### src/rtl/fetch_pkg.sv
// Shared types and constants for the instruction-fetch sequencer.
package fetch_pkg;

    typedef enum logic [1:0] {
        BOOT   = 2'd0,
        RUN    = 2'd1,
        DRAIN  = 2'd2,
        HALTED = 2'd3
    } fetch_state_e;

    typedef struct packed {
        logic [31:0] pc;
        logic [31:0] instr;
    } fetch_entry_t;

    localparam logic [31:0] PC_STEP = 32'd4;

    // Byte PC to instruction-memory word index.
    function automatic logic [31:0] word_index(input logic [31:0] byte_pc);
        return byte_pc >> 2;
    endfunction

endpackage

### src/rtl/fetch_sequencer_if.sv
// Bundle of the fetch sequencer's memory, redirect, halt and decode-side signals.
// master: the sequencer itself; slave: the surrounding memory/decode/control logic.
interface fetch_sequencer_if;

    logic [31:0] imem_addr;
    logic [31:0] imem_instr;
    logic        br_valid;
    logic [31:0] br_target;
    logic        halt_req;
    logic        if_valid;
    logic        if_ready;
    logic [31:0] if_instr;
    logic [31:0] if_pc;
    logic        halted;

    modport master (
        output imem_addr,
        input  imem_instr,
        input  br_valid,
        input  br_target,
        input  halt_req,
        output if_valid,
        input  if_ready,
        output if_instr,
        output if_pc,
        output halted
    );

    modport slave (
        input  imem_addr,
        output imem_instr,
        output br_valid,
        output br_target,
        output halt_req,
        input  if_valid,
        output if_ready,
        input  if_instr,
        input  if_pc,
        input  halted
    );

endinterface

### src/rtl/fetch_queue.sv
// Prefetch queue: circular buffer of fetch entries with push/pop/flush.
// DEPTH must be a power of two so the pointers wrap naturally.
module fetch_queue
    import fetch_pkg::*;
#(
    parameter int unsigned DEPTH = 2
) (
    input  logic                   clk,
    input  logic                   rst_n,
    input  logic                   push,
    input  fetch_entry_t           push_entry,
    input  logic                   pop,
    input  logic                   flush,
    output fetch_entry_t           head,
    output logic                   full,
    output logic                   empty,
    output logic [$clog2(DEPTH):0] count
);

    localparam int unsigned PTR_W = $clog2(DEPTH);
    localparam int unsigned CNT_W = PTR_W + 1;

    fetch_entry_t     mem_q [DEPTH];
    logic [PTR_W-1:0] wr_ptr_q, wr_ptr_d;
    logic [PTR_W-1:0] rd_ptr_q, rd_ptr_d;
    logic [CNT_W-1:0] count_q, count_d;
    logic             do_push, do_pop;

    assign full  = (count_q == CNT_W'(DEPTH));
    assign empty = (count_q == '0);
    assign count = count_q;
    assign head  = mem_q[rd_ptr_q];

    // Next pointers/occupancy: flush wins, pop on empty is dropped, push on full needs a same-cycle pop.
    always_comb begin
        // NOTE: every always_comb output is given a default first so no path can infer a latch.
        wr_ptr_d = wr_ptr_q;
        rd_ptr_d = rd_ptr_q;
        count_d  = count_q;
        do_pop   = pop && !empty;
        do_push  = push && (!full || do_pop);
        if (flush) begin
            do_pop   = 1'b0;
            do_push  = 1'b0;
            wr_ptr_d = '0;
            rd_ptr_d = '0;
            count_d  = '0;
        end else begin
            if (do_push) wr_ptr_d = wr_ptr_q + PTR_W'(1);
            if (do_pop)  rd_ptr_d = rd_ptr_q + PTR_W'(1);
            count_d = count_q + CNT_W'(do_push) - CNT_W'(do_pop);
        end
    end

    // Entry storage, written only on an accepted push.
    // NOTE: storage is deliberately not reset; its contents only matter while empty is low.
    always_ff @(posedge clk) begin
        if (do_push) mem_q[wr_ptr_q] <= push_entry;
    end

    // Pointer and occupancy registers.
    // NOTE: sequential state uses non-blocking assignments so every flop samples pre-edge values.
    always_ff @(posedge clk or negedge rst_n) begin
        if (!rst_n) begin
            wr_ptr_q <= '0;
            rd_ptr_q <= '0;
            count_q  <= '0;
        end else begin
            wr_ptr_q <= wr_ptr_d;
            rd_ptr_q <= rd_ptr_d;
            count_q  <= count_d;
        end
    end

endmodule

### src/rtl/fetch_sequencer.sv
// Instruction-fetch sequencer: fetch PC, prefetch queue, branch redirect, halt/drain.
// Optional feature macro FETCH_BYPASS_EN: with an empty queue in RUN the memory word is
// offered to decode combinationally, saving one cycle of latency after reset or redirect.
module fetch_sequencer
    import fetch_pkg::*;
#(
    parameter int unsigned DEPTH    = 2,
    parameter logic [31:0] RESET_PC = 32'h0
) (
    input  logic               clk,
    input  logic               rst_n,
    fetch_sequencer_if.master  bus
);

    fetch_state_e           state_q, state_d;
    logic [31:0]            fetch_pc_q, fetch_pc_d;
    fetch_entry_t           q_head, q_push_entry;
    logic                   q_push, q_pop, q_flush, q_full, q_empty;
    logic [$clog2(DEPTH):0] q_count;
    logic                   redirect, fetch_en, bypass_vld, bypass_take;
    logic                   if_valid_c;
    logic [31:0]            if_pc_c, if_instr_c;

    fetch_queue #(.DEPTH(DEPTH)) u_queue (
        .clk        (clk),
        .rst_n      (rst_n),
        .push       (q_push),
        .push_entry (q_push_entry),
        .pop        (q_pop),
        .flush      (q_flush),
        .head       (q_head),
        .full       (q_full),
        .empty      (q_empty),
        .count      (q_count)
    );

    assign q_push_entry = '{pc: fetch_pc_q, instr: bus.imem_instr};
    assign bus.imem_addr = word_index(fetch_pc_q);
    assign bus.halted    = (state_q == HALTED);
    assign bus.if_valid  = if_valid_c;
    assign bus.if_pc     = if_pc_c;
    assign bus.if_instr  = if_instr_c;

    // Queue control, decode outputs and PC update; redirect outranks halt, halt outranks fetch.
    always_comb begin
        redirect = bus.br_valid && (state_q != BOOT);
        fetch_en = (state_q == RUN) && !bus.halt_req && !redirect;
`ifdef FETCH_BYPASS_EN
        // A pending halt also blocks the bypass so no fetch happens once halt is requested.
        bypass_vld = q_empty && (state_q == RUN) && !bus.br_valid && !bus.halt_req;
`else
        bypass_vld = 1'b0;
`endif
        bypass_take = bypass_vld && bus.if_ready;

        if_valid_c = 1'b0;
        if_pc_c    = '0;
        if_instr_c = '0;
        if (!q_empty) begin
            if_valid_c = 1'b1;
            if_pc_c    = q_head.pc;
            if_instr_c = q_head.instr;
        end else if (bypass_vld) begin
            if_valid_c = 1'b1;
            if_pc_c    = fetch_pc_q;
            if_instr_c = bus.imem_instr;
        end

        q_flush = redirect;
        q_pop   = !q_empty && bus.if_ready && !redirect;
        q_push  = fetch_en && (!q_full || q_pop) && !bypass_take;

        fetch_pc_d = fetch_pc_q;
        if (redirect) begin
            fetch_pc_d = bus.br_target & ~32'h3;
        end else if (q_push || bypass_take) begin
            fetch_pc_d = fetch_pc_q + PC_STEP;
        end
    end

    // Next-state logic; a redirect empties the queue, so DRAIN can finish at once.
    always_comb begin
        state_d = state_q;
        case (state_q)
            BOOT:    state_d = RUN;
            RUN:     if (bus.halt_req) state_d = DRAIN;
            DRAIN: begin
                if (redirect)           state_d = HALTED;
                else if (!bus.halt_req) state_d = RUN;
                else if (q_count == '0) state_d = HALTED;
            end
            HALTED:  if (!bus.halt_req) state_d = RUN;
            default: state_d = BOOT;
        endcase
    end

    // State and fetch-PC registers.
    always_ff @(posedge clk or negedge rst_n) begin
        if (!rst_n) begin
            state_q    <= BOOT;
            fetch_pc_q <= RESET_PC;
        end else begin
            state_q    <= state_d;
            fetch_pc_q <= fetch_pc_d;
        end
    end

endmodule

### src/flat_wrapper.sv
// flat-port wrapper written by rule: the top's interface ports become plain ports
module fetch_sequencer_flat import fetch_pkg::*;
#(
    parameter int unsigned DEPTH    = 2,
    parameter logic [31:0] RESET_PC = 32'h0
)
  (clk, rst_n, bus_imem_addr, bus_imem_instr, bus_br_valid, bus_br_target, bus_halt_req, bus_if_valid, bus_if_ready, bus_if_instr, bus_if_pc, bus_halted);
  fetch_sequencer_if bus_i ();
  input  logic clk;
  input  logic rst_n;
  output wire logic [$bits(bus_i.imem_addr)-1:0] bus_imem_addr;
  input wire logic [$bits(bus_i.imem_instr)-1:0] bus_imem_instr;
  input wire logic [$bits(bus_i.br_valid)-1:0] bus_br_valid;
  input wire logic [$bits(bus_i.br_target)-1:0] bus_br_target;
  input wire logic [$bits(bus_i.halt_req)-1:0] bus_halt_req;
  output wire logic [$bits(bus_i.if_valid)-1:0] bus_if_valid;
  input wire logic [$bits(bus_i.if_ready)-1:0] bus_if_ready;
  output wire logic [$bits(bus_i.if_instr)-1:0] bus_if_instr;
  output wire logic [$bits(bus_i.if_pc)-1:0] bus_if_pc;
  output wire logic [$bits(bus_i.halted)-1:0] bus_halted;
  assign bus_imem_addr = bus_i.imem_addr;
  assign bus_i.imem_instr = bus_imem_instr;
  assign bus_i.br_valid = bus_br_valid;
  assign bus_i.br_target = bus_br_target;
  assign bus_i.halt_req = bus_halt_req;
  assign bus_if_valid = bus_i.if_valid;
  assign bus_i.if_ready = bus_if_ready;
  assign bus_if_instr = bus_i.if_instr;
  assign bus_if_pc = bus_i.if_pc;
  assign bus_halted = bus_i.halted;
  fetch_sequencer #(.DEPTH(DEPTH), .RESET_PC(RESET_PC)) u_core (.clk(clk), .rst_n(rst_n), .bus(bus_i));
endmodule
### config.mk
export PLATFORM = sky130hd
export DESIGN_NAME = fetch_sequencer_flat
export DESIGN_NICKNAME = d
export VERILOG_FILES = /design/src/rtl/fetch_pkg.sv /design/src/rtl/fetch_sequencer_if.sv /design/src/rtl/fetch_queue.sv /design/src/rtl/fetch_sequencer.sv /design/src/flat_wrapper.sv
export SDC_FILE = /design/constraint.sdc
export NUM_CORES = 1
export LEC_CHECK = 0
export BUFFER_PORTS_ARGS = -buffer_cell sky130_fd_sc_hd__buf_2
export CAP_MARGIN = 5
export CORE_UTILIZATION = 28
export CTS_CLUSTER_DIAMETER = 80
export DETAILED_ROUTE_END_ITERATION = 8
export SKIP_CTS_REPAIR_TIMING = 1
export SLEW_MARGIN = 20
export SYNTH_ARGS = -nofsm -noshare
export SYNTH_HDL_FRONTEND = slang
export SYNTH_HIERARCHICAL = 1
export SYNTH_SLANG_ARGS = --single-unit
export TNS_END_PERCENT = 10
### constraint.sdc
create_clock -name clk -period 16.4 [get_ports clk]
set_input_delay 2.46 -clock clk [delete_from_list [all_inputs] [get_ports clk]]
set_output_delay 2.46 -clock clk [all_outputs]
set_load 0.01 [all_outputs]
Yosys cells after proc, flatten, opt, wreduce, memory -nomap -nowiden:

Memory sizes are Yosys's and may differ from the RTL's.
Cells that the tools add are included.

* $add $sub $neg: 5
* reduce and logical (&&, ||, !) cells: 21
* eq/ne operators: 7
* mux-type cells: 19

Operator list (count)
* 32-bit 2-to-1 mux: 4
* 32-bit by 3-bit adder with 32-bit output, second input constant: 1
* 2-bit 2-to-1 mux: 6
* 1-bit logical AND: 8
* 1-bit 2-to-1 mux: 8
* 2-bit one-hot mux with 4 select lines: 1
* 2-bit nonzero test: 4
* 2-bit == test, second input constant: 3
* 1-bit logical NOT: 4
* 2-bit logical NOT: 2
* 2-bit inequality test, second input constant: 2
* 4-bit by 2-bit inequality test with 1-bit output, second input constant: 1
* 3-bit AND reduction: 1
* 1-bit adder, second input constant: 2
* 2-bit by 1-bit adder with 2-bit output: 1
* 2-bit by 1-bit == test with 1-bit output, second input constant: 1
* 1-bit logical OR: 2
* 2-bit by 1-bit subtractor with 2-bit output: 1

* register bits after elaboration: 38
* memories: 1
* memory bits (writable): 128
* logic and storage cells: 58

Memories
* u_core.u_queue.mem_q: words 2, bits a word 64, rd ports 1, clocked after Yosys merged registers in 0, write ports 1, line fetch_queue.sv:23 `fetch_entry_t mem_q [DEPTH];`

Logic depth before layout (Yosys ltp):

Gate-level depths: netlist of the first run.

* depth after elaboration: 10
* depth in mapped cells: 13
* gate-level depth less buffers: 11

Modules after synthesis:

The synthesis of the first run kept the hierarchy.

By module, submodules not included
* fetch_queue: seq. area each 3943.8 µm², cells each 224, instances 1, area an instance 5076.1 µm²
* fetch_sequencer: seq. area each 800.8 µm², cells each 325, instances 1, area an instance 2568.7 µm²

Least setup slack after synthesis of the first run:

Ideal clock, no wire load.

* path kind: input port to flip-flop
* start: in bus_br_valid
* end: mem u_core/u_queue/mem_q[1][0] (netlist name) (enable)
* required time: 15.822 ns
* stages on the path: 7
* arrival: 8.232 ns
* setup slack: 7.590 ns
* cells stage by stage: nand2b_1 > inv_1 > clkbuf_1 > clkbuf_1 > nor2_1 > o21ai_4 > nor3b_1

* longest elaborated chain between the ends: 9
* elaborated cells on any way between the ends: 12

RTL lines
* start: declaration: line flat_wrapper.sv:13 `input wire logic [$bits(bus_i.br_valid)-1:0] bus_br_valid;`
* 1-bit logical AND (*): line fetch_sequencer.sv:46 `redirect = bus.br_valid && (state_q != BOOT);`
* named net u_core.q_flush: line fetch_sequencer.sv:18 `logic q_push, q_pop, q_flush, q_full, q_empty;`
* 1-bit logical NOT (*): line fetch_sequencer.sv:70 `q_pop = !q_empty && bus.if_ready && !redirect;`
* 1-bit logical AND (*): line fetch_sequencer.sv:70
* named net u_core.q_pop: line fetch_sequencer.sv:18
* 1-bit logical OR / 1-bit logical AND (equally long branches): line fetch_sequencer.sv:71, fetch_queue.sv:40
* 1-bit logical AND / 1-bit logical OR (equally long branches): line fetch_sequencer.sv:71, fetch_queue.sv:41
* 1-bit logical AND (*): line fetch_queue.sv:41 `do_push = push && (!full || do_pop);`
* 1-bit 2-to-1 mux (*): line fetch_queue.sv:42 `if (flush) begin`
* 1-bit 2-to-1 mux (*): line fetch_queue.sv:58 `if (do_push) mem_q[wr_ptr_q] <= push_entry;`
* 1-bit 2-to-1 mux (implied by the code) (*): line fetch_queue.sv:58
* end: declaration: line fetch_queue.sv:23

Mark *: on every way through the listed nets, which the timed path passes. The rest lies on a longest branch.

==> run metrics, run 1 <==
status complete, no violations; Synth async-reset ratio a little over a fifth; WL final 18.1 mm; Final Cell Area 9410 sq um; # clock sinks 164; placed inst area 8810 sq um; Die X-Extent 167 um; Detail Route Antenna Nets 0; Core Rows 60; Final GP Congestion 0.753; CP startpoint kind flip-flop; Synth top cells by count edfxtp_1 (128), nor2b_1 (68), mux2_4 (51); post-route insts no fill 1064; IO Pins 167; Warnings, synthesis 6; Place WS 10.88 ns; required time of the critical path 13.94 ns; CTS H-Tree Depth 4; Worst Path Arrival 2.63 ns; Worst Setup End Kind output pin; Post-Syn Area 7640 sq um; Clock Skew 0.0127 ns; #FFs+latches synth ~160; nets 786; Synth area leaders edfxtp_1 (50%), dfrtp_1 (12%), mux2_4 (10%); Syn Inst Count ~550; clk buf depth 2; Core ar. 26900 sq um; pwr/cell area roughly 170 nW/um^2; Max transition margin 34.7%; via count 5037; Worst-Skew Late Latency roughly 0.42 ns; Worst VDD drop 0.0727 mV; crit path buf inv count 2; sequential share of the synthesized area roughly 62%; DR WL/cell 17.0 um; worst path cell trace buf_4, mux2_2, nor2b_1, buf_2; Slew @ Worst Pin 0.980 ns; clk root buf clkbuf_16; slowest stage delay, CP between 0.7 and 0.8 ns; CP max-delay cell dfrtp_4; vias per cell 4.73; maximum number of pins on one net before global-route repair 65; DR DRC count 0; IO Port Bufs 162; Crit Path Category reg -> out; RSZ-0062 raised after global routing no; worst-path fanout max 43; die area approximately 28000 sq um; # diodes 0; Period minus WS final 5.09 ns; Layout area overhead 23.1%; post-route setup TNS 0 ns; final hold slack 0.567 ns; total grt overflow 0; Max-Cap Viols 0; Setup-failing EPs final 0; setup ws final 11.31 ns; top_reg_cell synth edfxtp_1; CTS tree yes; Post-synth EDFFs 128; Initial Util approximately 28%; largest area contributor in the netlist edfxtp_1; CP top delay family buffers and inverters; Final Max Slew Viols 0; count of different cell masters after synthesis 56; TritonCTS buffer count 17; part of the cycle the worst path needs 31.0%; Post-Syn Area per Cell 13.9 sq um; global-route wire length before repair 28.0 mm; chip height 167 um; cell with the most instances after synthesis edfxtp_1; final hold viol count 0; clock-pin slew on the worst setup and hold paths approximately 0.07 ns; Lkg Pwr 3.65 nW; antenna violations before repair 0; gr usage total 13.2%; fraction of layout cells with a size suffix above 1 38.3%; Pre-antenna DRT Iters 4; DP Cell Count roughly 1000; highest clock rate slightly below 0.2 GHz; Detail Placement HPWL roughly 12 mm; post-synth top area share between 50% and 60%; number of global-route vias before repair between 4000 and 5000; detailed router's first-iteration violation count 268; Worst Hold Class reg -> reg
## worst paths after layout
path,from,slack (ns),cells past startpoint,to
worst min-delay path,u_core/fetch_pc_q[28],0.57,0,u_core/u_queue/mem_q[0][60]
max in group asynchronous,rst_n,13.57,1,u_core/u_queue/rd_ptr_q
worst max register to register,u_core/state_q[1],12.73,9,u_core/u_queue/mem_q[1][15]
min in group asynchronous,rst_n,2.16,1,u_core/fetch_pc_q[22]
worst max-delay path,u_core/u_queue/rd_ptr_q,11.31,4,bus_if_pc[18]
worst min register to register,u_core/fetch_pc_q[28],0.57,0,u_core/u_queue/mem_q[0][60]
## sequential cells by signal, summed over array words and instances (netlist names)
register / count
u_core/u_queue/rd_ptr_q: 1
u_core/u_queue/wr_ptr_q: 1
u_core/fetch_pc_q: 30
u_core/state_q: 2
u_core/u_queue/mem_q: 128
u_core/u_queue/count: 2
## metal layers
layer,GRT usage (%),wire [um],vias to the layer above
met5,0,0,-
met1,17.5,8640,2511
met2,21.4,8500,129
met3,2.95,690,11
met4,4.23,246,0
li1,-,-,2386
## layout make-up
class,instances,area (sq um)
clock buffers,17,425
clock inverters,15,176
fillers,2642,17500
inverters,15,56.3
multi-input cells,343,2710
flip-flops and latches,164,4750
well taps,341,427
repair buffers,169,863
## per-stage QoR
stage,util (%),total power [mW]
after detailed placement,32.8,1.17
after global placement,32.8,1.16
after CTS,35.0,1.59
final,35.0,1.56
after global routing,35.0,1.66
after floorplan,-,0.967
## cells by family (layout without fill, tap and decap cells)
| group | after synthesis | in the layout | share of synthesized area [%] |
|---|---|---|---|
| mux | 66 | 66 | 12.2 |
| buf+inv | 47 | 216 | 3.08 |
| compound gates | 68 | 68 | 6.61 |
| flops | 164 | 164 | 62.1 |
| simple gates | 191 | 191 | 14.3 |
| xor+xnor | 5 | 5 | 0.573 |
| fa+ha+maj | 7 | 7 | 1.15 |
| other cells | 1 | 6 | 0.0491 |
## power by group
group	internal [mW]	switching (mW)	total [mW]
Sequential	0.553	0.101	0.654
Combinational	0.221	0.274	0.495
Clock	0.241	0.172	0.413
## cells in the final DEF (no fill, tap or decap), types with 17 or more instances in the layout
master,count
buf_2,162
edfxtp_1,128
nor2b_1,68
mux2_4,51
dfrtp_1,35
nor2_1,25
nand2_1,20
nand3_1,19
or4_1,18
clkbuf_16,17
No activity file was read; power rests on OpenSTA's default activity.
==> run 2, diff against run 1 <==
Settings changed: ABC_AREA set to 1.
Clock period 16.4 ns to 4.6 ns, I/O delays scaled along.
==> run 2 against run 1 <==
Compared with the run above: sequential power rose to 3.6 times the previous value; sequential share of layout area fell by 1.8 points; via count rose by 24%; power rose to 3.8 times the previous value; flip-flop and latch count did not move; non-clock buffer count rose by 1; critical path depth rose by 3; hold slack got worse by 0.17 ns; clock skew rose by 0.0044 ns; synthesized area rose by 5.0%; final cell count rose by 37%.
==> run metrics, run 2 <==
R2R depth 7; Worst Setup End Kind output pin; Largest register FFs 128; post-route setup TNS 0 ns; Post-Syn Area 8020 sq um; clock-pin slew on the worst setup and hold paths 0.08 ns; worst path cell trace inv_2, buf_4, nand2_1, nand2_1, inv_1, nor2_1, buf_2; vias per cell approximately 4.3; # diodes 0; Initial Util 28.6%; fraction of layout cells with a size suffix above 1 21.6%; Layout area overhead 21.6%; DR DRC count 0; Max-Cap Viols 0; final hold viol count 0; sequential share of the synthesized area 59.1%; detailed router's first-iteration violation count 390; CP max-delay cell inv_2; most common cell after layout, fill and taps aside nand2_1; crit-path most repeated cell nand2_1; CTS H-Tree Depth 4; part of the cycle the worst path needs 66.7%; fillers 2872; # clock sinks between 150 and 200; post-synth top area share 47.9%; Synth top cells by count nand2_1 (339), nor2_1 (139), edfxtp_1 (128); CP top delay family buffers and inverters; status complete, no violations; Post-Syn Area per Cell 8.81 sq um; Period minus WS final 3.07 ns; Core ar. 28000 sq um; Core Rows 61; clk buf depth 2; clk root buf clkbuf_16; top flop regs u_core/u_queue/mem_q (128), u_core/fetch_pc_q (30); largest area contributor in the netlist edfxtp_1; Worst R2R Start u_core/state_q[1]; Worst-Skew Late Latency 0.43 ns; TritonCTS buffer count 17; Final GP Congestion about 0.83; die area approximately 30000 sq um; most frequent cells in the layout nand2_1 (339), buf_2 (162), nor2_1 (138); Warnings, synthesis 6; crit path buf inv count 4; number of global-route vias before repair 5866; antenna violations before repair 0; Worst Hold Class in -> async; cell with the most instances after synthesis nand2_1; highest clock rate 0.326 GHz; Die X-Extent approximately 170 um; slowest stage delay, CP 0.54 ns; Post-synth EDFFs 128; count of different cell masters after synthesis 36; Stages on worst setup path 7; setup ws final ~1.5 ns; Detail Route Antenna Nets 0; Synth area leaders edfxtp_1 (48%), nand2_1 (16%), dfrtp_1 (11%); Most flops, register u_core/u_queue/mem_q; via count 6229; post-route insts no fill between 1000 and 1500; Pre-antenna DRT Iters 6; Slew @ Worst Pin around 0.9 ns; total grt overflow 0; Final Max Slew Viols 0; CTS tree yes; Setup-failing EPs final 0; Final Util 34.8%; Max transition margin 38.2%; RSZ-0062 raised after global routing no; WL final 20.3 mm; Lkg Pwr 4.61 nW; top_reg_cell synth edfxtp_1; Clock Skew 0.0171 ns; nets 1146; Crit Path Category reg -> out; flop2flop setup slack roughly 2.2 ns; worst-path fanout max 36; global-route wire length before repair 31.3 mm; IO Port Bufs about 160; IO Pins 167; CP startpoint kind flip-flop; Worst VDD drop 0.238 mV; crit path to bus_if_instr[31]; Critical Path Source u_core/u_queue/rd_ptr_q; chip height 171 um; Detail Placement HPWL 13.3 mm; Synth async-reset ratio 22.0%; #FFs+latches synth 164; Syn Inst Count 911; maximum number of pins on one net before global-route repair 66; Place WS 1.87 ns; DP Cell Count 1429; r2r endpoint u_core/u_queue/mem_q[1][1]; required time of the critical path 3.91 ns; pwr/cell area a little over 600 nW/um^2; gr usage total 14.1%; Worst Path Arrival 2.38 ns; DR WL/cell 13.9 um
==> run 2: where the power goes <==
part	leakage (nW)	internal, mW	switching (mW)	total, mW
clock network	0.269	0.808	0.607	1.42
logic	2.75	0.737	1.48	2.22
registers	1.59	1.98	0.353	2.33
==> run 2: layer usage <==
metal  track usage [%]  routed length, um  up-vias
met1              18.0               9520     2893
met5                 0                  0        -
li1                  -                  -     3158
met4              4.58                289        0
met2              23.1               9470      160
met3              3.80                985       18
==> run 2: worst reg2reg max path: cells and delay by family, from the launching register on <==
kind	cells	cell delay, ns
buffers and inverters	2	0.45
adder cells (fa/ha/maj)	1	0.27
flip-flops	1	0.40
AO/OA/AOI/OAI	1	0.41
AND/OR/NAND/NOR	3	0.48
==> run 2: layout make-up <==
class	instances	area, sq um	area share, %
multi-input combinational	607	2650	27.2
timing repair buffer	170	896	9.18
inverter	110	413	4.23
clock buffer	19	433	4.44
sequential	164	4750	48.6
clock inverter	13	146	1.50
tap	378	473	4.85
==> run 2: through the flow <==
stage               cell area, sq um  hold slack [ns]  power [mW]
floorplan                       8050            0.394        3.77
global placement                9180            0.578        4.56
detailed placement              9180            0.609        4.62
CTS                             9760            0.412        6.06
global route                    9760            0.429        6.45
finish                          9760            0.398        5.96
==> run 2: worst min-delay path by stage <==
stage,start,endpoint,depth (start not counted)
finish,rst_n,u_core/fetch_pc_q[19],1
global route,bus_imem_instr[29],u_core/u_queue/mem_q[0][29],1
CTS,rst_n,u_core/fetch_pc_q[19],1
detailed placement,u_core/fetch_pc_q[16],u_core/u_queue/mem_q[0][48],0
global placement,u_core/u_queue/wr_ptr_q,u_core/u_queue/wr_ptr_q,3
floorplan,rst_n,u_core/fetch_pc_q[10],0
==> run 2: cell families (layout without fill, tap and decap cells) <==
| kind of cell | after synthesis | in the layout | synth area share [%] |
|---|---|---|---|
| AND/OR/NAND/NOR | 557 | 557 | 28.9 |
| other | 1 | 6 | 0.0467 |
| AO/OA/AOI/OAI | 36 | 36 | 2.59 |
| XOR/XNOR | 1 | 1 | 0.109 |
| buffers and inverters | 145 | 312 | 8.17 |
| flip-flops | 164 | 164 | 59.1 |
| adder cells (fa/ha/maj) | 7 | 7 | 1.09 |
==> run 3, diff against run 2 <==
Clock period 4.6 ns to 2.9 ns, I/O delays scaled along.
==> run 3 against run 2 <==
Compared with the run above: die area stayed put; final cell count grew 0.21%; critical path depth down 1; clock power increased by 58%; sequential share of layout area shrank 0.28 points; design area increased by 0.58%; core utilization rose by 0.20 points; worst setup slack got worse by 1.1 ns; power is 59% higher; highest routed layer unchanged.
==> run metrics, run 3 (synthesized netlist as in run 2, its figures left out) <==
top flop regs u_core/u_queue/mem_q (128), u_core/fetch_pc_q (30); Setup-failing EPs final 0; WL final 19.9 mm; RSZ-0062 raised after global routing no; chip height 171 um; internal power around 5.7 mW; DR DRC count 0; CTS tree yes; Clock Skew 0.0141 ns; CP top delay family buffers and inverters; highest clock rate 0.408 GHz; Slew @ Worst Pin ~0.90 ns; Worst Setup End Kind output pin; Worst-Skew Late Latency 0.42 ns; Worst VDD drop around 0.36 mV; antenna violations before repair 0; CP startpoint kind flip-flop; Worst Hold Class in -> async; Die X-Extent 171 um; most frequent cells in the layout nand2_1 (339), buf_2 (162), nor2_1 (138); Detail Route Antenna Nets 0; Crit Path Category reg -> out; vias per cell 4.21; nets 1151; Final Util 35.0%; part of the cycle the worst path needs 84.5%; # diodes 0; clk root buf clkbuf_16; Pre-antenna DRT Iters 4; post-route setup TNS 0 ns; Final Max Slew Viols 0; IO Pins between 150 and 200; final hold viol count 0; total grt overflow 0; Initial Util 28.6%; IO Port Bufs 162; clock-pin slew on the worst setup and hold paths 0.07 ns; Largest register FFs ~130; crit path buf inv count 4; pwr/cell area 965 nW/um^2; Worst Path Arrival 2.02 ns; GR Util met2 between 20% and 30%; Period minus WS final about 2.5 ns; global-route wire length before repair between 30 and 40 mm; # clock sinks around 160; Final GP Congestion 0.820; met1 usage 17.9%; Max-Cap Viols 0; combinational share of power between 30 and 40%; worst-path fanout max between 60 and 70; placed inst area 9230 sq um; detailed router's first-iteration violation count 319; required time of the critical path 2.47 ns; status complete, no violations; TritonCTS buffer count 17; Lkg Pwr 4.65 nW; DR WL/cell 13.6 um; gr busiest metal met2; worst path cell trace inv_1, nand2_1, inv_2, buf_4, nor2_1, buf_2; clk buf depth 2; via count 6163; maximum number of pins on one net before global-route repair 66; most common cell after layout, fill and taps aside nand2_1; CTS H-Tree Depth 4; Reg power frac 39.1%; Detail Placement HPWL 13.9 mm; number of global-route vias before repair 5815; Max transition margin 39.7%; Layout area overhead 22.3%; slowest stage delay, CP 0.55 ns; CP max-delay cell buf_4; Most flops, register u_core/u_queue/mem_q; Core Rows 61; die area between 20000 and 30000 sq um; P_sw 3.78 mW; Switching Share between 30% and 40%; met3 usage under 10%; Core ar. between 20000 and 30000 sq um; gr usage total 13.8%; Final Cell Area between 9000 and 10000 sq um; Clk pwr share approximately a quarter; fraction of layout cells with a size suffix above 1 22.0%
-- run 3: worst reg2reg max path, stage by stage, from the launching register on --
cell     delay (ns)
dfrtp_1        0.40
inv_1          0.12
ha_1           0.19
inv_2          0.04
nand2_2        0.14
nand3_2        0.11
a21oi_4        0.15
nand3_1        0.13
inv_2          0.38
buf_12         0.27
-- run 3: metrics by stage --
step	setup slack, ns	std cells	hold slack (ns)	power (mW)
after detailed placement	0.631	1434	0.583	7.36
after global routing	0.253	1464	0.188	10.2
after CTS	0.370	1464	0.175	9.63
after floorplan	-0.179	916	0.139	5.98
after global placement	0.685	1434	0.580	7.29
final	0.448	1464	0.148	9.47
-- run 3: path summary, 6_finish.rpt --
| kind | end | startpoint | slack (ns) | depth (start not counted) |
|---|---|---|---|---|
| setup / recovery | bus_if_pc[19] | u_core/u_queue/count[1] | 0.45 | 6 |
| hold / removal | u_core/fetch_pc_q[24] | rst_n | 0.15 | 1 |
| setup reg to reg | u_core/u_queue/mem_q[0][6] | u_core/state_q[0] | 0.65 | 9 |
| hold reg to reg | u_core/u_queue/wr_ptr_q | u_core/u_queue/wr_ptr_q | 0.59 | 3 |
| max in group asynchronous | u_core/u_queue/rd_ptr_q | rst_n | 2.12 | 1 |
| min in group clk | u_core/u_queue/mem_q[1][31] | bus_imem_instr[31] | 0.21 | 1 |
-- run 3: cell type report --
type / instances / area [sq um]
multi-input combinational: 607 / 2650
inverter: 110 / 413
tap: 378 / 473
timing repair buffer: 175 / 946
fill: 2925 / 18200
clock buffer: 17 / 425
sequential: 164 / 4750
clock inverter: 13 / 160
-- run 3: metal layers --
metal | wire length, um | share of wire, %
met4 | 244 | 1.2
met5 | 0 | 0
met1 | 9510 | 48
met2 | 9220 | 46
met3 | 976 | 4.9
-- run 3: power groups by stage --
stage | Clock [mW] | Combinational, mW | Sequential (mW)
finish | 2.25 | 3.53 | 3.70
global placement | 0 | 3.55 | 3.74
CTS | 2.31 | 3.60 | 3.72
floorplan | 0 | 2.34 | 3.64
global route | 2.42 | 4.04 | 3.79
detailed placement | 0 | 3.59 | 3.77
